<file path="config.mk">
export PLATFORM = sky130hd
export DESIGN_NAME = pong_core
export DESIGN_NICKNAME = d
export VERILOG_FILES = /design/src/rtl/pong_core.sv
export SDC_FILE = /design/constraint.sdc
export NUM_CORES = 1
export LEC_CHECK = 0
export BUFFER_PORTS_ARGS = -buffer_cell sky130_fd_sc_hd__buf_2
export CELL_PAD_IN_SITES_DETAIL_PLACEMENT = 1
export CELL_PAD_IN_SITES_GLOBAL_PLACEMENT = 2
export CORE_ASPECT_RATIO = 0.75
export CORE_MARGIN = 10
export CORE_UTILIZATION = 31
export CTS_CLUSTER_SIZE = 10
export DETAILED_ROUTE_END_ITERATION = 16
export PLACE_DENSITY = 0.84
export RECOVER_POWER = 50
export SLEW_MARGIN = 15
export SYNTH_ARGS = -nofsm -noshare
export SYNTH_HDL_FRONTEND = slang
export SYNTH_SLANG_ARGS = --single-unit
</file>
<file path="constraint.sdc">
create_clock -name clk -period 3.9 [get_ports clk]
set_input_delay 0.195 -clock clk [delete_from_list [all_inputs] [get_ports clk]]
set_output_delay 0.195 -clock clk [all_outputs]
set_load 0.05 [all_outputs]
</file>
<file path="src/rtl/pong_core.sv">
`default_nettype none
// ============================================================================
// Module   : pong_core
// Purpose  : LED-matrix pong engine covering ball, paddles, scoring and serve/point/game-over flow.
//            Optional paddle spin when PONG_SPIN_EN is defined.
// Revision : 1.0
// ============================================================================
module pong_core #(
    parameter int COLS        = 16,
    parameter int ROWS        = 16,
    parameter int PADDLE_W    = 3,
    parameter int BALL_DIV    = 20,
    parameter int PADDLE_DIV  = 4,
    parameter int SERVE_DELAY = 50,
    parameter int SCORE_W     = 4,
    parameter int WIN_SCORE   = 9
) (
    input  logic                    clk,
    input  logic                    reset,
    input  logic                    tick,
    input  logic                    l_up,
    input  logic                    l_down,
    input  logic                    r_up,
    input  logic                    r_down,
    output logic [$clog2(COLS)-1:0] ball_x,
    output logic [$clog2(ROWS)-1:0] ball_y,
    output logic [ROWS-1:0]         lpaddle,
    output logic [ROWS-1:0]         rpaddle,
    output logic [SCORE_W-1:0]      score_l,
    output logic [SCORE_W-1:0]      score_r,
    output logic                    point_l,
    output logic                    point_r,
    output logic                    game_over
);

    localparam int XW  = $clog2(COLS);
    localparam int YW  = $clog2(ROWS);
    localparam int DCW = $clog2(SERVE_DELAY + 1);
    localparam int BCW = $clog2(BALL_DIV + 1);
    localparam int PCW = $clog2(PADDLE_DIV + 1);

    localparam logic [1:0] S_SERVE = 2'd0;
    localparam logic [1:0] S_PLAY  = 2'd1;
    localparam logic [1:0] S_POINT = 2'd2;
    localparam logic [1:0] S_OVER  = 2'd3;

    localparam logic [XW-1:0]      c_X_CENTRE = XW'(COLS / 2);
    localparam logic [XW-1:0]      c_X_RIGHT  = XW'(COLS - 1);
    localparam logic [YW-1:0]      c_Y_CENTRE = YW'(ROWS / 2);
    localparam logic [YW-1:0]      c_TOP_MAX  = YW'(ROWS - PADDLE_W);
    localparam logic [YW-1:0]      c_TOP_INIT = YW'((ROWS - PADDLE_W) / 2);
    localparam logic [DCW-1:0]     c_D_LAST   = DCW'(SERVE_DELAY - 1);
    localparam logic [BCW-1:0]     c_B_LAST   = BCW'(BALL_DIV - 1);
    localparam logic [PCW-1:0]     c_P_LAST   = PCW'(PADDLE_DIV - 1);
    localparam logic [SCORE_W-1:0] c_WIN      = SCORE_W'(WIN_SCORE);
    localparam logic signed [YW+1:0] c_Y_MAX  = (YW+2)'(ROWS - 1);

    logic [1:0]         r_state;
    logic [XW-1:0]      r_x;
    logic [YW-1:0]      r_y;
    logic               r_dx;          // 1: moving right, 0: moving left
    logic signed [1:0]  r_dy;
    logic [YW-1:0]      r_ltop;
    logic [YW-1:0]      r_rtop;
    logic [SCORE_W-1:0] r_score_l;
    logic [SCORE_W-1:0] r_score_r;
    logic               r_point_l;
    logic               r_point_r;
    logic               r_left_scored;
    logic [DCW-1:0]     r_dcnt;
    logic [BCW-1:0]     r_bcnt;
    logic [PCW-1:0]     r_pcnt;

    logic signed [YW+1:0] w_y_s;
    logic signed [YW+1:0] w_dy_s;
    logic signed [YW+1:0] w_ny_try;
    logic signed [YW+1:0] w_ny_s;
    logic signed [1:0]    w_dy_refl;
    logic signed [1:0]    w_dy_hit;
    logic [YW-1:0]        w_ny;
    logic [XW-1:0]        w_nx;
    logic                 w_at_left;
    logic                 w_at_right;
    logic                 w_hit;
    logic                 w_miss;
    logic                 w_any_btn;
    logic [SCORE_W-1:0]   w_scorer_score;
    logic [ROWS-1:0]      w_lmap;
    logic [ROWS-1:0]      w_rmap;
`ifdef PONG_SPIN_EN
    logic [YW-1:0]        w_off;
`endif

    function automatic logic f_covers(input logic [YW-1:0] top, input logic [YW-1:0] row);
        return (row >= top) && ({1'b0, row} < ({1'b0, top} + (YW+1)'(PADDLE_W)));
    endfunction

    function automatic logic [YW-1:0] f_paddle_next(input logic [YW-1:0] top,
                                                    input logic up, input logic dn);
        if (up && !dn && top != '0)
            return top - 1'b1;
        if (dn && !up && top != c_TOP_MAX)
            return top + 1'b1;
        return top;
    endfunction

    // Candidate ball step: wall reflection first, then paddle column test.
    always_comb begin
        w_y_s    = $signed({2'b00, r_y});
        w_dy_s   = {{YW{r_dy[1]}}, r_dy};
        w_ny_try = w_y_s + w_dy_s;
        if (w_ny_try[YW+1] || (w_ny_try > c_Y_MAX)) begin
            w_dy_refl = -r_dy;
            w_ny_s    = w_y_s - w_dy_s;
        end else begin
            w_dy_refl = r_dy;
            w_ny_s    = w_ny_try;
        end
        w_ny       = w_ny_s[YW-1:0];
        w_nx       = r_dx ? (r_x + 1'b1) : (r_x - 1'b1);
        w_at_left  = (w_nx == '0);
        w_at_right = (w_nx == c_X_RIGHT);
        w_hit      = (w_at_left && f_covers(r_ltop, w_ny)) ||
                     (w_at_right && f_covers(r_rtop, w_ny));
        w_miss     = (w_at_left || w_at_right) && !w_hit;
`ifdef PONG_SPIN_EN
        w_off = w_at_left ? (w_ny - r_ltop) : (w_ny - r_rtop);
        if (PADDLE_W == 1)
            w_dy_hit = w_dy_refl;
        else if (w_off == '0)
            w_dy_hit = -2'sd1;
        else if (w_off == YW'(PADDLE_W - 1))
            w_dy_hit = 2'sd1;
        else
            w_dy_hit = 2'sd0;
`else
        w_dy_hit = w_dy_refl;
`endif
    end

    always_comb begin
        w_any_btn      = l_up | l_down | r_up | r_down;
        w_scorer_score = r_left_scored ? r_score_l : r_score_r;
        w_lmap         = '0;
        w_rmap         = '0;
        for (int r = 0; r < ROWS; r++) begin
            w_lmap[r] = f_covers(r_ltop, YW'(r));
            w_rmap[r] = f_covers(r_rtop, YW'(r));
        end
    end

    always_ff @(posedge clk) begin
        if (reset) begin
            r_state       <= S_SERVE;
            r_x           <= c_X_CENTRE;
            r_y           <= c_Y_CENTRE;
            r_dx          <= 1'b1;
            r_dy          <= 2'sd1;
            r_ltop        <= c_TOP_INIT;
            r_rtop        <= c_TOP_INIT;
            r_score_l     <= '0;
            r_score_r     <= '0;
            r_point_l     <= 1'b0;
            r_point_r     <= 1'b0;
            r_left_scored <= 1'b0;
            r_dcnt        <= '0;
            r_bcnt        <= '0;
            r_pcnt        <= '0;
        end else begin
            r_point_l <= 1'b0;
            r_point_r <= 1'b0;
            if (r_state == S_OVER) begin
                // Restart ignores tick; paddles stay where they were.
                if (w_any_btn) begin
                    r_state   <= S_SERVE;
                    r_x       <= c_X_CENTRE;
                    r_y       <= c_Y_CENTRE;
                    r_dx      <= 1'b1;
                    r_dy      <= 2'sd1;
                    r_score_l <= '0;
                    r_score_r <= '0;
                    r_dcnt    <= '0;
                    r_bcnt    <= '0;
                    r_pcnt    <= '0;
                end
            end else if (tick) begin
                if (r_pcnt == c_P_LAST) begin
                    r_pcnt <= '0;
                    r_ltop <= f_paddle_next(r_ltop, l_up, l_down);
                    r_rtop <= f_paddle_next(r_rtop, r_up, r_down);
                end else begin
                    r_pcnt <= r_pcnt + 1'b1;
                end

                case (r_state)
                    S_SERVE: begin
                        if (r_dcnt == c_D_LAST) begin
                            r_dcnt  <= '0;
                            r_bcnt  <= '0;
                            r_state <= S_PLAY;
                        end else begin
                            r_dcnt <= r_dcnt + 1'b1;
                        end
                    end
                    S_PLAY: begin
                        if (r_bcnt == c_B_LAST) begin
                            r_bcnt <= '0;
                            r_y    <= w_ny;
                            if (w_hit) begin
                                r_dx <= ~r_dx;
                                r_dy <= w_dy_hit;
                            end else begin
                                r_x  <= w_nx;
                                r_dy <= w_dy_refl;
                            end
                            if (w_miss) begin
                                r_state       <= S_POINT;
                                r_dcnt        <= '0;
                                r_left_scored <= w_at_right;
                                if (w_at_right) begin
                                    r_point_l <= 1'b1;
                                    if (r_score_l != c_WIN)
                                        r_score_l <= r_score_l + 1'b1;
                                end else begin
                                    r_point_r <= 1'b1;
                                    if (r_score_r != c_WIN)
                                        r_score_r <= r_score_r + 1'b1;
                                end
                            end
                        end else begin
                            r_bcnt <= r_bcnt + 1'b1;
                        end
                    end
                    S_POINT: begin
                        if (r_dcnt == c_D_LAST) begin
                            r_dcnt <= '0;
                            if (w_scorer_score == c_WIN) begin
                                r_state <= S_OVER;
                            end else begin
                                // Next serve heads toward whoever conceded.
                                r_state <= S_SERVE;
                                r_x     <= c_X_CENTRE;
                                r_y     <= c_Y_CENTRE;
                                r_dx    <= r_left_scored;
                                r_dy    <= 2'sd1;
                            end
                        end else begin
                            r_dcnt <= r_dcnt + 1'b1;
                        end
                    end
                    default: ;
                endcase
            end
        end
    end

    assign ball_x    = r_x;
    assign ball_y    = r_y;
    assign lpaddle   = w_lmap;
    assign rpaddle   = w_rmap;
    assign score_l   = r_score_l;
    assign score_r   = r_score_r;
    assign point_l   = r_point_l;
    assign point_r   = r_point_r;
    assign game_over = (r_state == S_OVER);

endmodule
`default_nettype wire

</file>
; ---- Word-level counts from Yosys, hierarchy flattened
; Index checks and enable logic that the tools add are counted.
[word_totals]
word_cells = 320
input_bits = 7
reg_bits = 46
[op_classes]
add_sub_neg = 16
n_reduce_logical = 85
muxes = 104
order_cmp = 69
n_eq_ne = 22
bitwise_logic = 9
[ops]
columns = operator, n
row1 = 2-to-1 mux 4 bit, 36
row2 = "less-than comparator 4 x 5 -> 1 bit, first input constant", 16
row3 = ">= comparator 4 bit, first input constant", 16
row4 = logical AND 1 bit, 45
row5 = AND reduction 7 bit, 6
row6 = "less-than comparator 3 x 5 -> 1 bit, first input constant", 8
row7 = 2-to-1 mux 6 bit, 6
row8 = ">= comparator 3 x 4 -> 1 bit, first input constant", 8
row9 = 2-to-1 mux 1 bit, 31
row10 = 2-to-1 mux 2 bit, 15
row11 = 2-to-1 mux 5 bit, 5
row12 = "!= test 3 bit, second input constant", 8
row13 = "adder 4 x 1 -> 4 bit, second input constant", 5
row14 = "less-than comparator 1 x 5 -> 1 bit, first input constant", 4
row15 = "less-than comparator 2 x 5 -> 1 bit, first input constant", 4
row16 = nonzero test 2 bit, 9
row17 = ">= comparator 1 x 4 -> 1 bit, first input constant", 4
row18 = ">= comparator 2 x 4 -> 1 bit, first input constant", 4
row19 = "!= test 4 bit, second input constant", 4
row20 = one-hot mux 4 bit (2 select lines), 2
row21 = 2-to-1 mux 3 bit, 4
row22 = one-hot mux 6 bit (2 select lines), 1
row23 = AND reduction 4 bit, 3
row24 = nonzero test 4 bit, 3
row25 = 35 further kinds, 58

; ---- Logic depth before layout (Yosys ltp)
[logic_depth]
ltp_word = 15
ltp_mapped = 16
mapped_depth_nobuf = 15

; ---- Worst setup path before layout
; OpenSTA, ideal clock, no wires.
[synth_timing]
path_kind = register to register
from = register r_y[1] (netlist: ball_y[1])
to = register r_x[0] (netlist: ball_x[0])
required_time_ps = 3829
path_slack_ps = -208
setup_ps = 71
stages_incl_launch_ff = 15
path_buffers = 0
arrival_ps = 4037
period_less_slack_ps = 4108
path_cell_list = dfxtp_1 -> ha_1 -> nor2b_1 -> o311a_1 -> or4_1 -> o21ai_2 -> mux2i_1 -> xor2_1 -> ha_1 -> a21oi_1 -> a21oi_1 -> or3_2 -> a21oi_1 -> o21ai_0 -> a21oi_1
[synth_between]
elab_chain_len = 10
[synth_lines]
columns = element, line_no
row1 = from (decl), 60  ; logic [YW-1:0] r_y;
row2 = from (signal assigned), 156  ; r_y <= c_Y_CENTRE;
row3 = from (signal assigned), 177  ; r_y <= c_Y_CENTRE;
row4 = from (signal assigned), 208  ; r_y <= w_ny;
row5 = adder 5 x 2 -> 6 bit, 111  ; w_ny_try = w_y_s + w_dy_s;
row6 = greater-than comparator 6 x 5 -> 1 bit, 112  ; if (w_ny_try[YW+1] || (w_ny_try > c_Y_MAX)) begin
row7 = logical OR 1 bit, 112
row8 = 2-to-1 mux 4 bit *, 112
row9 = less-than comparator 4 x 5 -> 1 bit or >= comparator 4 bit (tied branches), 95  ; return (row >= top) && ({1'b0, row} < ({1'b0, top} + (YW+1)'(PADDLE_W)));
row10 = logical AND 1 bit, 95
row11 = logical AND 1 bit (on tied branches), "123, 124"
row12 = logical OR 1 bit *, 123  ; w_hit = (w_at_left && f_covers(r_ltop, w_ny)) ||
row13 = != test 3 bit (no source line) *, n/a
row14 = AND reduction 7 bit (no source line) *, n/a
row15 = to (signal assigned), 155  ; r_x <= c_X_CENTRE;
row16 = to (signal assigned), 176  ; r_x <= c_X_CENTRE;
row17 = to (signal assigned), 213  ; r_x <= w_nx;
row18 = to (decl), 59  ; logic [XW-1:0] r_x;
; Every way passes the cells marked *; elsewhere a longest branch is shown, timed or not.
; A chain may end at the register's enable or synchronous reset.

; ---- Worst setup path after layout
[layout_timing]
from = register r_dy[1]
to = register r_state[0]
[layout_between]
elab_chain_len = 12
[layout_lines]
columns = element, line_no
row1 = from (decl), 62  ; logic signed [1:0] r_dy;
row2 = from (signal assigned), 211  ; r_dy <= w_dy_hit;
row3 = from (signal assigned), 214  ; r_dy <= w_dy_refl;
row4 = adder 5 x 2 -> 6 bit, 111
row5 = greater-than comparator 6 x 5 -> 1 bit, 112
row6 = logical OR 1 bit, 112
row7 = 2-to-1 mux 4 bit *, 112
row8 = less-than comparator 4 x 5 -> 1 bit or >= comparator 4 bit (tied branches), 95
row9 = logical AND 1 bit, 95
row10 = logical AND 1 bit (on tied branches), "123, 124"
row11 = logical OR 1 bit *, 123
row12 = zero test 1 bit *, 125  ; w_miss = (w_at_left || w_at_right) && !w_hit;
row13 = logical AND 1 bit *, 125
row14 = != test 3 bit (no source line) *, n/a
row15 = AND reduction 7 bit (no source line) *, n/a
row16 = to (signal assigned), 154  ; r_state <= S_SERVE;
row17 = to (signal assigned), 175  ; r_state <= S_SERVE;
row18 = to (signal assigned), 200  ; r_state <= S_PLAY;
row19 = to (decl), 58  ; logic [1:0] r_state;
; Marks and branches as above.

==> impl_metrics.py <==
metrics = {
    "status": {
        "status": "finished with violations",
        "violations": "negative setup slack",
    },
    "floorplanning": {
        "num_rows": 36,
        "coreArea_um2": 13110,
        "die_area_um2": 18640,
        "initial_core_util_pct": 32.02,
        "die_y_um": 120.8,
        "ios": 58,
        "die_x_um": 154.4,
    },
    "sta": {
        "drv_slew": 0,
        "setup_viol": 10,
        "min_period_over_period_pct": 102.1,
        "rsz0062_at_grt": "true",
        "fmax_mhz": 251.2,
        "finalHoldViolCount": 0,
        "fin_skew_ns": 0.004850,
        "max_slew_margin_pct": 46.48,
        "fin_crit_ns": 3.981,
        "fin_ws_ns": -0.08077,
        "worstMarginPinSlew_ns": 0.7944,
        "whs_ns": 0.3231,
    },
    "cells_and_area": {
        "mostFrequentLayoutCell": "nor2_1",
        "post-route-util_pct": 39.98,
        "final.fill_count": 1605,
        "antenna_cells": 0,
        "syn2layout_area_growth_pct": 24.87,
        "drive_above_1_share_pct": 20.87,
        "fin_cells": 789,
        "layout_common_cells": "nor2_1 (50), nand2_1 (44), dfxtp_1 (42)",
        "nets": 675,
    },
    "global_route": {
        "grt_usage_pct": 15.65,
        "grt_pass1_vias": 4617,
        "antenna_found_initial": 0,
        "grt_pass1_wl_um": 24630,
        "gr-total-overflow": 0,
        "grt_max_degree": 43,
    },
    "worst_setup_path": {
        "startpoint": "r_dy[1]",
        "crit_fanout": 5,
        "crit_arrival_ns": 4.16,
        "r2r_setup_slack_ns": -0.08,
        "cp-end-kind": "register",
        "critPathLaunchType": "register",
        "r2r_start": "r_dy[1]",
        "setup.worst_path.class": "register to register",
        "worstPathRequired_ns": 4.08,
    },
    "detailed_routing": {
        "ant_nets": 0,
        "via_count": 4497,
        "drc": 0,
        "wl_met1_um": 7545,
        "drtIter0Drc": 226,
        "wl_met3_um": 478,
        "routed_wl_um": 15420,
        "wire_per_inst_um": 19.54,
        "highest_layer": "met4",
        "via_per_inst": 5.700,
        "wl_met2_um": 7236,
        "drt_pass1_iterations": 4,
    },
    "synthesis": {
        "netlist_area_um2": 4197,
        "yosysTopAreaCell": "dfxtp_1",
        "yosysTopAreaCellShare_pct": 21.94,
        "synth-compound-area-share_pct": 26.60,
        "synthAdderAreaFrac_pct": 15.74,
        "ys_seq_area_share_pct": 21.94,
        "synth_area_per_cell_um2": 7.658,
        "syn_inst": 548,
        "synth-simple-area-share_pct": 24.12,
        "synth-xor-area-share_pct": 3.757,
        "ys.flop_type": "dfxtp_1",
        "yosysUniqueCellTypes": 79,
        "synthArstFlopShare_pct": 0,
        "synth.area.top_cells": "dfxtp_1 (22%), ha_1 (14%), a21oi_1 (5.0%)",
        "synth_top_family_by_area": "compound AO/OA/AOI/OAI gates",
        "synthMuxAreaShare_pct": 1.759,
        "synth_seq_cells": 46,
        "yosys_warnings": 0,
        "synth_edf_count": 0,
        "syn-num-nets": 606,
    },
    "placement": {
        "numPortBuffers": 57,
        "gp_congestion": 0.8359,
        "hpwl_um": 11010,
        "dp.cells": 767,
    },
    "clock_tree": {
        "clk_pin_slew_ns": 0.07,
        "tritoncts": "yes",
        "clock_latency_ns": 0.29,
        "cts_buffer_depth": 2,
        "cts.sinks": 46,
        "h-tree-depth": 2,
        "cts.root.buffer_cell": "clkbuf_16",
        "numCtsBuffers": 5,
    },
    "flow_run": {
        "maxCapViolCount": 0,
    },
    "min_path": {
        "hp-class": "input pin to register",
        "hp-start": "tick",
    },
    "power_and_ir_drop": {
        "p_leak_nw": 2.136,
        "ir_drop_uv": 210.3,
        "p_per_area_nw_per_um2": 204.4,
    },
}
[registers in the layout, summed over array words and instances (netlist names)]
signal	cells
ball_x	4
ball_y	4
point_l	1
point_r	1
r_bcnt	5
r_dcnt	6
r_dx	1
r_dy	2
r_left_scored	1
r_ltop	4
r_pcnt	3
r_rtop	4
r_state	2
score_l	4
score_r	4
[kinds of logic after synthesis]
group           after synthesis
fa+ha+maj                    51
simple gates                198
flops                        46
buf+inv                      63
compound gates              165
xor+xnor                     18
mux                           7
[through the flow]
stage	total power [mW]	cell area [um^2]	setup slack, ns	setup TNS, ns
2_1_floorplan	0.5501	4204	0.001863	0
3_3_place_gp	0.5753	4726	-0.07642	-0.1631
3_5_place_dp	0.5788	4726	-0.2110	-2.155
4_1_cts	1.074	4977	0.002464	0
5_1_grt	1.116	5240	-0.2092	-3.130
6_report	1.071	5240	-0.08077	-0.4229
[Yosys cell counts, types with 11 or more instances]
cell      instances
a21oi_1          42
nand3_1          18
nor3_1           16
nor2_1           50
a31oi_1          11
ha_1             48
clkbuf_1         21
nand2_1          44
dfxtp_1          46
xnor2_1          12
inv_1            32
o21ai_0          41
[path summary, 6_finish.rpt]
kind | end | cells past startpoint
setup / recovery | r_state[0] | 17
hold / removal | score_r[1] | 4
setup reg to reg | r_state[0] | 17
hold reg to reg | r_pcnt[2] | 1
[power breakdown]
part	internal [mW]	switching (mW)	total (mW)
clock	0.304	0.193	0.497
combinational	0.0300	0.0677	0.0977
sequential	0.473	0.00391	0.477
[per-layer routing]
layer	track usage, %	vias to the layer above
met5	0	-
met4	3.828	0
met3	2.834	13
met2	24.36	81
met1	21.75	2257
li1	-	2146
[cell type report]
| type | instances | area [um^2] | area share (%) |
|---|---|---|---|
| Inverter | 34 | 130.1 | 2.483 |
| Sequential cell | 46 | 928.4 | 17.72 |
| Tap cell | 171 | 214.0 | 4.083 |
| Clock inverter | 1 | 30.03 | 0.5731 |
| Timing Repair Buffer | 91 | 524.3 | 10.00 |
| Multi-Input combinational cell | 439 | 3281 | 62.61 |
| Clock buffer | 7 | 132.6 | 2.531 |
[worst max-delay path: stages, from the launching register on]
cell and delay [ns]:
dfxtp_4 0.38, inv_4 0.05, ha_4 0.27, nor2b_2 0.04, o311a_1 0.37, or4_4 0.50, o21ai_4 0.12, mux2i_1 0.25
xor2_1 0.19, buf_4 0.21, buf_6 0.12, ha_4 0.18, o21a_1 0.12, a21oi_2 0.16, o21ba_4 0.19, o2111ai_2 0.16
and2_4 0.25, mux2_4 0.29
[what timing repair did]
action / in CTS / in global routing
hold buffers: 0 / 0
gates resized for setup: 14 / 53
endpoints found under the setup margin: 24 / 24
pin swaps: 4 / 30
endpoints found under the hold margin: 0 / 0
buffers inserted: 5 / 10
(Power assumes the default switching activity.)
